<file path="config.mk">
export PLATFORM = sky130hd
export DESIGN_NAME = pulse_train_generator
export DESIGN_NICKNAME = d
export VERILOG_FILES = /design/src/rtl/pulse_train_generator.sv
export SDC_FILE = /design/constraint.sdc
export NUM_CORES = 1
export LEC_CHECK = 0
export ABC_CLOCK_PERIOD_IN_PS = 8300
export CORE_MARGIN = 4
export CORE_UTILIZATION = 45
export DETAILED_ROUTE_END_ITERATION = 8
export PLACE_DENSITY = 0.82
export SYNTH_ARGS = -nofsm -noshare
export SYNTH_HDL_FRONTEND = slang
export SYNTH_SLANG_ARGS = --single-unit
</file>
<file path="constraint.sdc">
create_clock -name clk -period 8.3 [get_ports clk]
set_input_delay 0.83 -clock clk [delete_from_list [all_inputs] [get_ports clk]]
set_output_delay 0.83 -clock clk [all_outputs]
set_load 0.01 [all_outputs]
</file>
<file path="src/rtl/pulse_train_generator.sv">
// Pulse-train output channel: each accepted START drives N pulses of H high / L low cycles on sig_out, then reports the outcome.
// Latency: sig_out rises one cycle after an accepted START; a report is written one cycle after its deciding cycle (two if deferred).
// Backpressure: none; commands are strobes, a START while busy is rejected, and one colliding rejection is held for the next cycle.
module pulse_train_generator #(
    parameter int DATA_WIDTH = 16
) (
    input  logic         clk,
    input  logic         reset,
    input  logic [63:0]  cmd_in,
    input  logic         valid,
    input  logic [63:0]  counter,
    output logic         sig_out,
    output logic         busy,
    output logic         write,
    output logic [127:0] report_out
);

    typedef enum logic [1:0] {
        ST_IDLE,
        ST_HIGH,
        ST_LOW
    } state_t;

    typedef struct packed {
        logic [63:0] ts;
        logic [15:0] rsvd_hi;
        logic [15:0] emitted;
        logic [29:0] rsvd_lo;
        logic [1:0]  status;
    } report_t;

    localparam logic [1:0] OP_START       = 2'b01;
    localparam logic [1:0] OP_STOP        = 2'b10;
    localparam logic [1:0] STAT_DONE      = 2'b00;
    localparam logic [1:0] STAT_STOPPED   = 2'b01;
    localparam logic [1:0] STAT_REJECTED  = 2'b10;
    localparam logic [DATA_WIDTH-1:0] ONE = DATA_WIDTH'(1);

    state_t                state;
    logic [DATA_WIDTH-1:0] h_len;
    logic [DATA_WIDTH-1:0] l_len;
    logic [DATA_WIDTH-1:0] phase_cnt;
    logic [DATA_WIDTH-1:0] remaining;
    logic [DATA_WIDTH-1:0] emitted;

    logic                  pend_vld;
    logic [63:0]           pend_ts;
    report_t               report_q;

    logic [DATA_WIDTH-1:0] fld_n;
    logic [DATA_WIDTH-1:0] fld_h;
    logic [DATA_WIDTH-1:0] fld_l;
    logic                  is_start;
    logic                  is_stop;
    logic                  fields_ok;
    logic                  last_low;
    logic                  accept;
    logic                  reject;
    logic                  do_stop;
    logic                  finish;
    logic                  unused_cmd;

    function automatic report_t make_report(input logic [63:0]           ts,
                                            input logic [DATA_WIDTH-1:0] em,
                                            input logic [1:0]            status);
        report_t r;
        r         = '0;
        r.ts      = ts;
        r.emitted = 16'(em);
        r.status  = status;
        return r;
    endfunction

    // Command decode and the per-cycle decisions shared by the FSM and the report path
    always_comb begin
        fld_n     = cmd_in[32 +: DATA_WIDTH];
        fld_h     = cmd_in[16 +: DATA_WIDTH];
        fld_l     = cmd_in[0  +: DATA_WIDTH];
        is_start  = valid && (cmd_in[63:62] == OP_START);
        is_stop   = valid && (cmd_in[63:62] == OP_STOP);
        fields_ok = (fld_n != '0) && (fld_h != '0) && (fld_l != '0);
        // The last LOW cycle of the last pulse: DONE is decided here and beats any STOP
        last_low  = (state == ST_LOW) && (phase_cnt == ONE) && (remaining == ONE);
        accept    = is_start && (state == ST_IDLE) && fields_ok;
        reject    = is_start && !accept;
        do_stop   = is_stop && (state != ST_IDLE) && !last_low;
        finish    = last_low || do_stop;
    end

    // Opcode gap bits and any field bits above DATA_WIDTH carry no meaning
    assign unused_cmd = ^cmd_in;

    // Pulse FSM: phase_cnt counts down the cycles left in the current HIGH or LOW phase
    always_ff @(posedge clk or posedge reset) begin
        if (reset) begin
            state     <= ST_IDLE;
            sig_out   <= 1'b0;
            busy      <= 1'b0;
            h_len     <= '0;
            l_len     <= '0;
            phase_cnt <= '0;
            remaining <= '0;
            emitted   <= '0;
        end else begin
            case (state)
                ST_IDLE: begin
                    if (accept) begin
                        state     <= ST_HIGH;
                        sig_out   <= 1'b1;
                        busy      <= 1'b1;
                        h_len     <= fld_h;
                        l_len     <= fld_l;
                        phase_cnt <= fld_h;
                        remaining <= fld_n;
                        emitted   <= ONE;
                    end
                end
                ST_HIGH: begin
                    if (do_stop) begin
                        state   <= ST_IDLE;
                        sig_out <= 1'b0;
                        busy    <= 1'b0;
                    end else if (phase_cnt == ONE) begin
                        state     <= ST_LOW;
                        sig_out   <= 1'b0;
                        phase_cnt <= l_len;
                    end else begin
                        phase_cnt <= phase_cnt - ONE;
                    end
                end
                ST_LOW: begin
                    if (do_stop) begin
                        state   <= ST_IDLE;
                        sig_out <= 1'b0;
                        busy    <= 1'b0;
                    end else if (phase_cnt == ONE) begin
                        if (remaining != ONE) begin
                            state     <= ST_HIGH;
                            sig_out   <= 1'b1;
                            phase_cnt <= h_len;
                            remaining <= remaining - ONE;
                            emitted   <= emitted + ONE;
                        end else begin
                            state   <= ST_IDLE;
                            sig_out <= 1'b0;
                            busy    <= 1'b0;
                        end
                    end else begin
                        phase_cnt <= phase_cnt - ONE;
                    end
                end
                default: begin
                    state   <= ST_IDLE;
                    sig_out <= 1'b0;
                    busy    <= 1'b0;
                end
            endcase
        end
    end

    // Report path: DONE/STOPPED first, a colliding rejection waits one cycle, a second one is dropped
    always_ff @(posedge clk or posedge reset) begin
        if (reset) begin
            write    <= 1'b0;
            report_q <= '0;
            pend_vld <= 1'b0;
            pend_ts  <= '0;
        end else begin
            write <= 1'b0;
            if (finish) begin
                write    <= 1'b1;
                report_q <= make_report(counter, emitted, last_low ? STAT_DONE : STAT_STOPPED);
                if (reject && !pend_vld) begin
                    pend_vld <= 1'b1;
                    pend_ts  <= counter;
                end
            end else if (pend_vld) begin
                write    <= 1'b1;
                report_q <= make_report(pend_ts, '0, STAT_REJECTED);
                pend_vld <= 1'b0;
            end else if (reject) begin
                write    <= 1'b1;
                report_q <= make_report(counter, '0, STAT_REJECTED);
            end
        end
    end

    assign report_out = report_q;

endmodule
</file>
Word level (Yosys, flattened, before mapping)
Index checks and enable logic that the tools add are counted.
- $add $sub $neg: 3
- equality and inequality tests: 18
- multiplexer cells: 45
- reductions and logical operators: 30
- operator list (kind ; count):
    128-bit two-way mux ; 3
    16-bit two-way mux ; 14
    16-bit one-hot mux with 2 select lines ; 2
    16-bit one-hot mux with 3 select lines ; 1
    16-bit nonzero test ; 3
    16-bit by 1-bit == test with 1-bit output, second input constant ; 2
    16-bit by 1-bit subtractor with 16-bit output, second input constant ; 2
    1-bit two-way mux ; 17
    16-bit by 1-bit adder with 16-bit output, second input constant ; 1
    16-bit by 1-bit inequality test with 1-bit output, second input constant ; 1
    1-bit logical AND ; 12
    2-bit two-way mux ; 5
    5-bit AND reduction ; 2
    2-bit inequality test, second input constant ; 4
    2-bit by 1-bit inequality test with 1-bit output, second input constant ; 3
    3-bit by 2-bit inequality test with 1-bit output, second input constant ; 2
    3-bit inequality test, second input constant ; 2
    1-bit one-hot mux with 3 select lines ; 2
    2-bit one-hot mux with 3 select lines ; 1
    3-bit nonzero test ; 2
    2-bit by 1-bit == test with 1-bit output, second input constant ; 2
    2-bit == test, second input constant ; 2
    2-bit AND reduction ; 2
    4-bit AND reduction ; 1
    5 further kinds ; 8
- register bits: 278
- input bits: 131
- output and inout port bits: 131
- word-level logic and storage cells: 112

Longest topological paths before layout
- depth in word-level cells: 9
- depth in mapped cells: 10
- gate-level depth less buffers: 8

Worst setup path after synthesis
OpenSTA, ideal clock, no wires.
- path kind: input port to flip-flop
- start point: input cmd_in[24]
- end point: register pend_ts[52]
- setup time: 0.125 ns
- data arrival time: 2.794 ns
- data required time: 8.175 ns
- setup slack: 5.381 ns
- stages: 8
- path buffers: 2
- path through: nor4_1 > and4_1 > or4_1 > clkbuf_1 > nand2_1 > nor3_4 > buf_6 > mux2_2
- longest elaborated chain between the ends: 8
- ends and longest elaborated chain (item ; RTL line ; text):
    start, declared ; 9 ; input logic [63:0] cmd_in,
    16-bit nonzero test ; 81 ; fields_ok = (fld_n != '0) && (fld_h != '0) && (fld_l != '0);
    1-bit logical AND (2 in series) ; 81 ;
    1-bit logical AND ; 84 ; accept = is_start && (state == ST_IDLE) && fields_ok;
    1-bit logical NOT ; 85 ; reject = is_start && !accept;
    1-bit logical AND ; 85 ;
    1-bit logical AND ; 173 ; if (reject && !pend_vld) begin
    2-bit AND reduction (no line) ; - ;
    end signal, assigned ; 175 ; pend_ts <= counter;
    end, declared ; 47 ; logic [63:0] pend_ts;
Every way passes these cells.
A chain may end at the register's enable or synchronous reset.

Worst setup path after layout
- start point: register phase_cnt[1]
- end point: register pend_ts[10]
- longest elaborated chain between the ends: 7
- ends and longest elaborated chain (item ; RTL line ; text):
    start, declared ; 42 ; logic [DATA_WIDTH-1:0] phase_cnt;
    start signal, assigned ; 113 ; phase_cnt <= fld_h;
    start signal, assigned ; 126 ; phase_cnt <= l_len;
    start signal, assigned ; 128 ; phase_cnt <= phase_cnt - ONE;
    16-bit by 1-bit == test with 1-bit output * ; 83 ; last_low = (state == ST_LOW) && (phase_cnt == ONE) && (remaining == ONE);
    1-bit logical AND * (2 in series) ; 83 ;
    1-bit logical NOT ; 86 ; do_stop = is_stop && (state != ST_IDLE) && !last_low;
    1-bit logical AND ; 86 ;
    1-bit logical OR * ; 87 ; finish = last_low || do_stop;
    2-bit AND reduction (no line) * ; - ;
Mark *: on every way between the ends. The rest lies on a longest branch, timed or not.

==> results.md <==
- The run finished with clean final reports.
- The number of antenna violations at the first check in global routing is 1.
- The launch instance of the worst register-to-register path is phase_cnt[1].
- Of the available clock period, the critical path in the final layout requires 53.5%.
- The cell sitting at the root of the clock tree is a sky130_fd_sc_hd__clkbuf_16.
- In the synthesized netlist the async set-or-reset flop fraction comes to 100%.
- The final-report hold violation count came to 0.
- The highest ir drop seen on vdd is 0.182 mV.
- The share of the yosys chip area belonging to registers is 51.1%.
- For this design the top-level I/O count stands at 262.
- Before antenna repair, the detailed router went through 5 iterations.
- The delay contributed by the slowest stage of the critical path is 860 ps.
- The hold buffer count at CTS is 0.
- The H-tree depth is 1.
- The maximum count of clock buffers along a single path is 3.
- In this run the cell area of the synthesized design comes to 11,400 um^2.
- For the final routed database, the setup TNS stands at 0 ps.
- In this run the remaining antenna-violating nets after routing total 0.
- Following the worst setup path forward leads to its endpoint at pend_ts[10].
- The post-route netlist has 13.1% of its cells at a drive strength greater than 1.
- Counting I/O delays and the setup requirement, the final critical path takes 4440 ps.
- The instance count of the mapped netlist is 1,070.
- Entering global routing, the biggest net connects 86 pins.
- In this design, the critical path's most frequently occurring cell is sky130_fd_sc_hd__nor3_4.
- TritonCTS built the clock tree.
- Dividing the synthesized area by the synthesized cell count gives 10.6 um^2.
- The mean number of vias per cell is 5.66.
- Once the floorplan was initialized, standard cells occupied 46.2% of the core.
- The number of pins exceeding their max-slew limit in the final report is 0.
- The number of enable flip-flop cells after synthesis is 0.
- The depth of the most critical reg-to-reg path is 9.
- Row generation in the floorplan step produced 57 rows.
- The power density over the cells is 294 nW/um^2.
- The die height is 167 um.
- Counting buffers and inverters, the worst setup path is 9 cells deep.
- The critical-path cell with the highest stage delay is sky130_fd_sc_hd__nand4_2.
- The clock transition at the registers of the reported paths is 60 ps.
- The count of placed standard cells including taps is 1,535.
- Clock tree synthesis found a total of 232 sinks.
- The sum of buffers and inverters on the critical path is 2.
- In this run the tightest slew margin relative to its limit is 17.0%.
- The worst setup path is of the reg2reg kind.
- The flop and latch count out of synthesis is 232.
- The path class of the lowest-slack min-delay path is reg2reg.
- The final core utilization is 58.1%.
- STA classifies the critical path endpoint as a register.
- The signal on the critical path passes through inv_1 > ha_1 > nor4b_1 > nand4_2 > nor3_4 > nor2_4 > nor3_4 > buf_4 > mux2_2.
- After filler insertion, the fill cell instance count of the layout stands at 2,069.
- The number of buffers inserted during clock tree synthesis is 25.
- Input and output buffers added on the ports amount to 201.
- In this run, the number of DRC markers left after iteration 0 of detailed routing was 639.
- The slew of the pin with the lowest slew margin is 1250 ps.
- The kind of launch point of the worst setup path is a register.
- The routed wire length is 29,300 um.
- The overall track demand over capacity in global routing is 20.4%.
- Setup repair after global routing left no endpoint under its margin.
- The clock reaches the later pin of the worst-skew pair after 520 ps.
- The leakage power is 0.00612 uW.
- The first global-routing pass estimated 47,400 um of wire.
- The worst setup slack before clock tree synthesis is 3810 ps.
- After detailed routing, the average wire length per cell comes to 18.6 um.
- Data on the critical path is required at its endpoint by 8690 ps.
- The final setup violation count is 0.
- Once the clock tree was built, the setup fixing pass inserted 0 buffers.
- Global routing finished with a remaining overflow of 0.
- The count of cells resized by post-cts repair is 0.
- Compared with the post-synthesis result, the final layout area differs by 25.7%.
- The post-detailed-route DRC marker count is 0.
- The count of yosys warnings during synthesis is 0.
- In this design, the largest share of critical-path delay is due to simple AND/OR/NAND/NOR gates.
- The number of maximum-capacitance violations is 0.
- Static timing analysis puts the maximum clock frequency at 225 MHz.
- The detailed-route via count is 8,948.
- The HPWL after detailed placement is 19,300 um.
- Measured along the x axis, the die boundary spans 167 um.
- On the final layout, the worst hold slack is 495 ps.
- The worst setup skew after layout is 15.5 ps.
- In this run the worst setup path begins at phase_cnt[1].
- The area of the die is 27,900 um^2.
- The congestion estimate from routability-driven global placement came to 0.877.
- The worst path arrival time is 4830 ps.
- Across all setup checks in the final design, the least slack found is 3860 ps.
- The floorplan step defined a core boundary enclosing 24,600 um^2.
- The number of global-route vias before repair came to 9,015.
- The number of cells in the finished layout apart from fillers is 1,581.
- The highest fanout seen on the critical path is 64.
- The number of cells on the worst hold path is 1.
- The capture point of the worst reg-to-reg path is pend_ts[10].
- The reg-to-reg setup timing slack is 3860 ps.
- Yosys mapped the design onto 59 distinct sky130hd cell types.
- The number of nets in the finished design is 1,378.
- The main flop type after synthesis is sky130_fd_sc_hd__dfrtp_1.
[state kept, by name, indices dropped and copies added, names as in the netlist]
signal      cells
busy            1
emitted        16
h_len          16
l_len          16
pend_ts        64
pend_vld        1
phase_cnt      16
remaining      16
report_out     82
sig_out         1
state           2
write           1
[cells by family after synthesis]
group | share of synthesized area (%)
buf+inv | 6.29
compound gates | 11.3
other cells | 0.0330
flops | 51.1
xor+xnor | 0.925
simple gates | 13.8
fa+ha+maj | 0.991
mux | 15.6
[cells in the mapped netlist (4+ instances only)]
cell type,instances,area [um^2]
sky130_fd_sc_hd__a21oi_1,35,175
sky130_fd_sc_hd__a22oi_1,11,82.6
sky130_fd_sc_hd__and2_1,5,31.3
sky130_fd_sc_hd__and4_1,5,43.8
sky130_fd_sc_hd__buf_4,47,353
sky130_fd_sc_hd__buf_6,6,67.6
sky130_fd_sc_hd__clkbuf_1,58,218
sky130_fd_sc_hd__dfrtp_1,232,5810
sky130_fd_sc_hd__ha_1,9,113
sky130_fd_sc_hd__inv_1,16,60.1
sky130_fd_sc_hd__mux2_2,94,1060
sky130_fd_sc_hd__mux2i_1,68,681
sky130_fd_sc_hd__nand2_1,77,289
sky130_fd_sc_hd__nand3_1,95,475
sky130_fd_sc_hd__nand4_1,5,31.3
sky130_fd_sc_hd__nor2_1,38,143
sky130_fd_sc_hd__nor3_1,13,65.1
sky130_fd_sc_hd__nor4_1,16,100
sky130_fd_sc_hd__nor4b_1,5,43.8
sky130_fd_sc_hd__o211ai_1,9,67.6
sky130_fd_sc_hd__o21a_1,4,30.0
sky130_fd_sc_hd__o21ai_0,129,646
sky130_fd_sc_hd__o221ai_1,5,43.8
sky130_fd_sc_hd__o31ai_1,4,30.0
sky130_fd_sc_hd__or3_1,7,43.8
sky130_fd_sc_hd__or4_1,11,82.6
sky130_fd_sc_hd__xnor2_1,4,35.0
sky130_fd_sc_hd__xor2_1,8,70.1
[layer usage]
layer | wire length (um) | vias to the layer above | global-route usage, %
li1 | - | 4140 | -
met1 | 12300 | 4419 | 26.3
met2 | 14000 | 329 | 34.3
met3 | 1840 | 60 | 3.91
met4 | 1120 | 0 | 7.29
met5 | 0 | - | 0
[area by class of cell]
type,count,area [um^2],share of cell area (%)
clock inverters,10,128,0.893
well taps,324,405,2.84
clock buffers,35,753,5.27
diodes,1,2.50,0.0175
repair buffers,211,2090,14.6
flip-flops and latches,232,5810,40.6
multi-input cells,752,5040,35.3
inverters,16,67.6,0.473
[how the worst min path moves through the flow]
stage,start,endpoint,slack (ps)
2_1_floorplan,emitted[15],report_out[47],450
3_3_place_gp,pend_ts[22],pend_ts[22],470
3_5_place_dp,pend_ts[51],pend_ts[51],480
4_1_cts,pend_ts[51],pend_ts[51],500
5_1_grt,h_len[5],h_len[5],510
6_report,pend_ts[51],pend_ts[51],490
[metrics by stage]
step / power [uW] / area (um^2)
6_report: 4200 / 14300
5_1_grt: 4440 / 14300
4_1_cts: 4230 / 14300
3_5_place_dp: 3030 / 13400
3_3_place_gp: 2960 / 13400
2_1_floorplan: 2480 / 11500
[power breakdown]
group	leakage, uW	internal, uW	switching (uW)
Combinational	0.00271	635	638
Sequential	0.00297	1490	256
Clock	0.000440	722	457
[cell usage in the layout, fill, tap and decap left out, drive strengths merged, types with 4 or more instances in the layout]
| master | Yosys | final |
|---|---|---|
| nor4b | 5 | 5 |
| xor2 | 8 | 8 |
| buf | 57 | 10 |
| o221ai | 5 | 5 |
| o21ai | 129 | 129 |
| nand2 | 77 | 77 |
| or4 | 11 | 11 |
| a21oi | 35 | 35 |
| and4 | 5 | 5 |
| ha | 9 | 9 |
| conb | 1 | 46 |
| xnor2 | 4 | 4 |
| o21a | 4 | 4 |
| mux2i | 68 | 68 |
| inv | 16 | 16 |
| o31ai | 5 | 5 |
| a22oi | 11 | 11 |
| nor2 | 39 | 39 |
| mux2 | 97 | 97 |
| or3 | 7 | 7 |
| clkinv | 0 | 6 |
| clkdlybuf4s50 | 0 | 201 |
| clkbuf | 58 | 35 |
| and2 | 5 | 5 |
| nor4 | 18 | 18 |
| nor3 | 15 | 15 |
| nand3 | 95 | 95 |
| nand4 | 7 | 7 |
| o211ai | 9 | 9 |
| dfrtp | 232 | 232 |
Note: power is estimated with default switching activity, not from simulation.
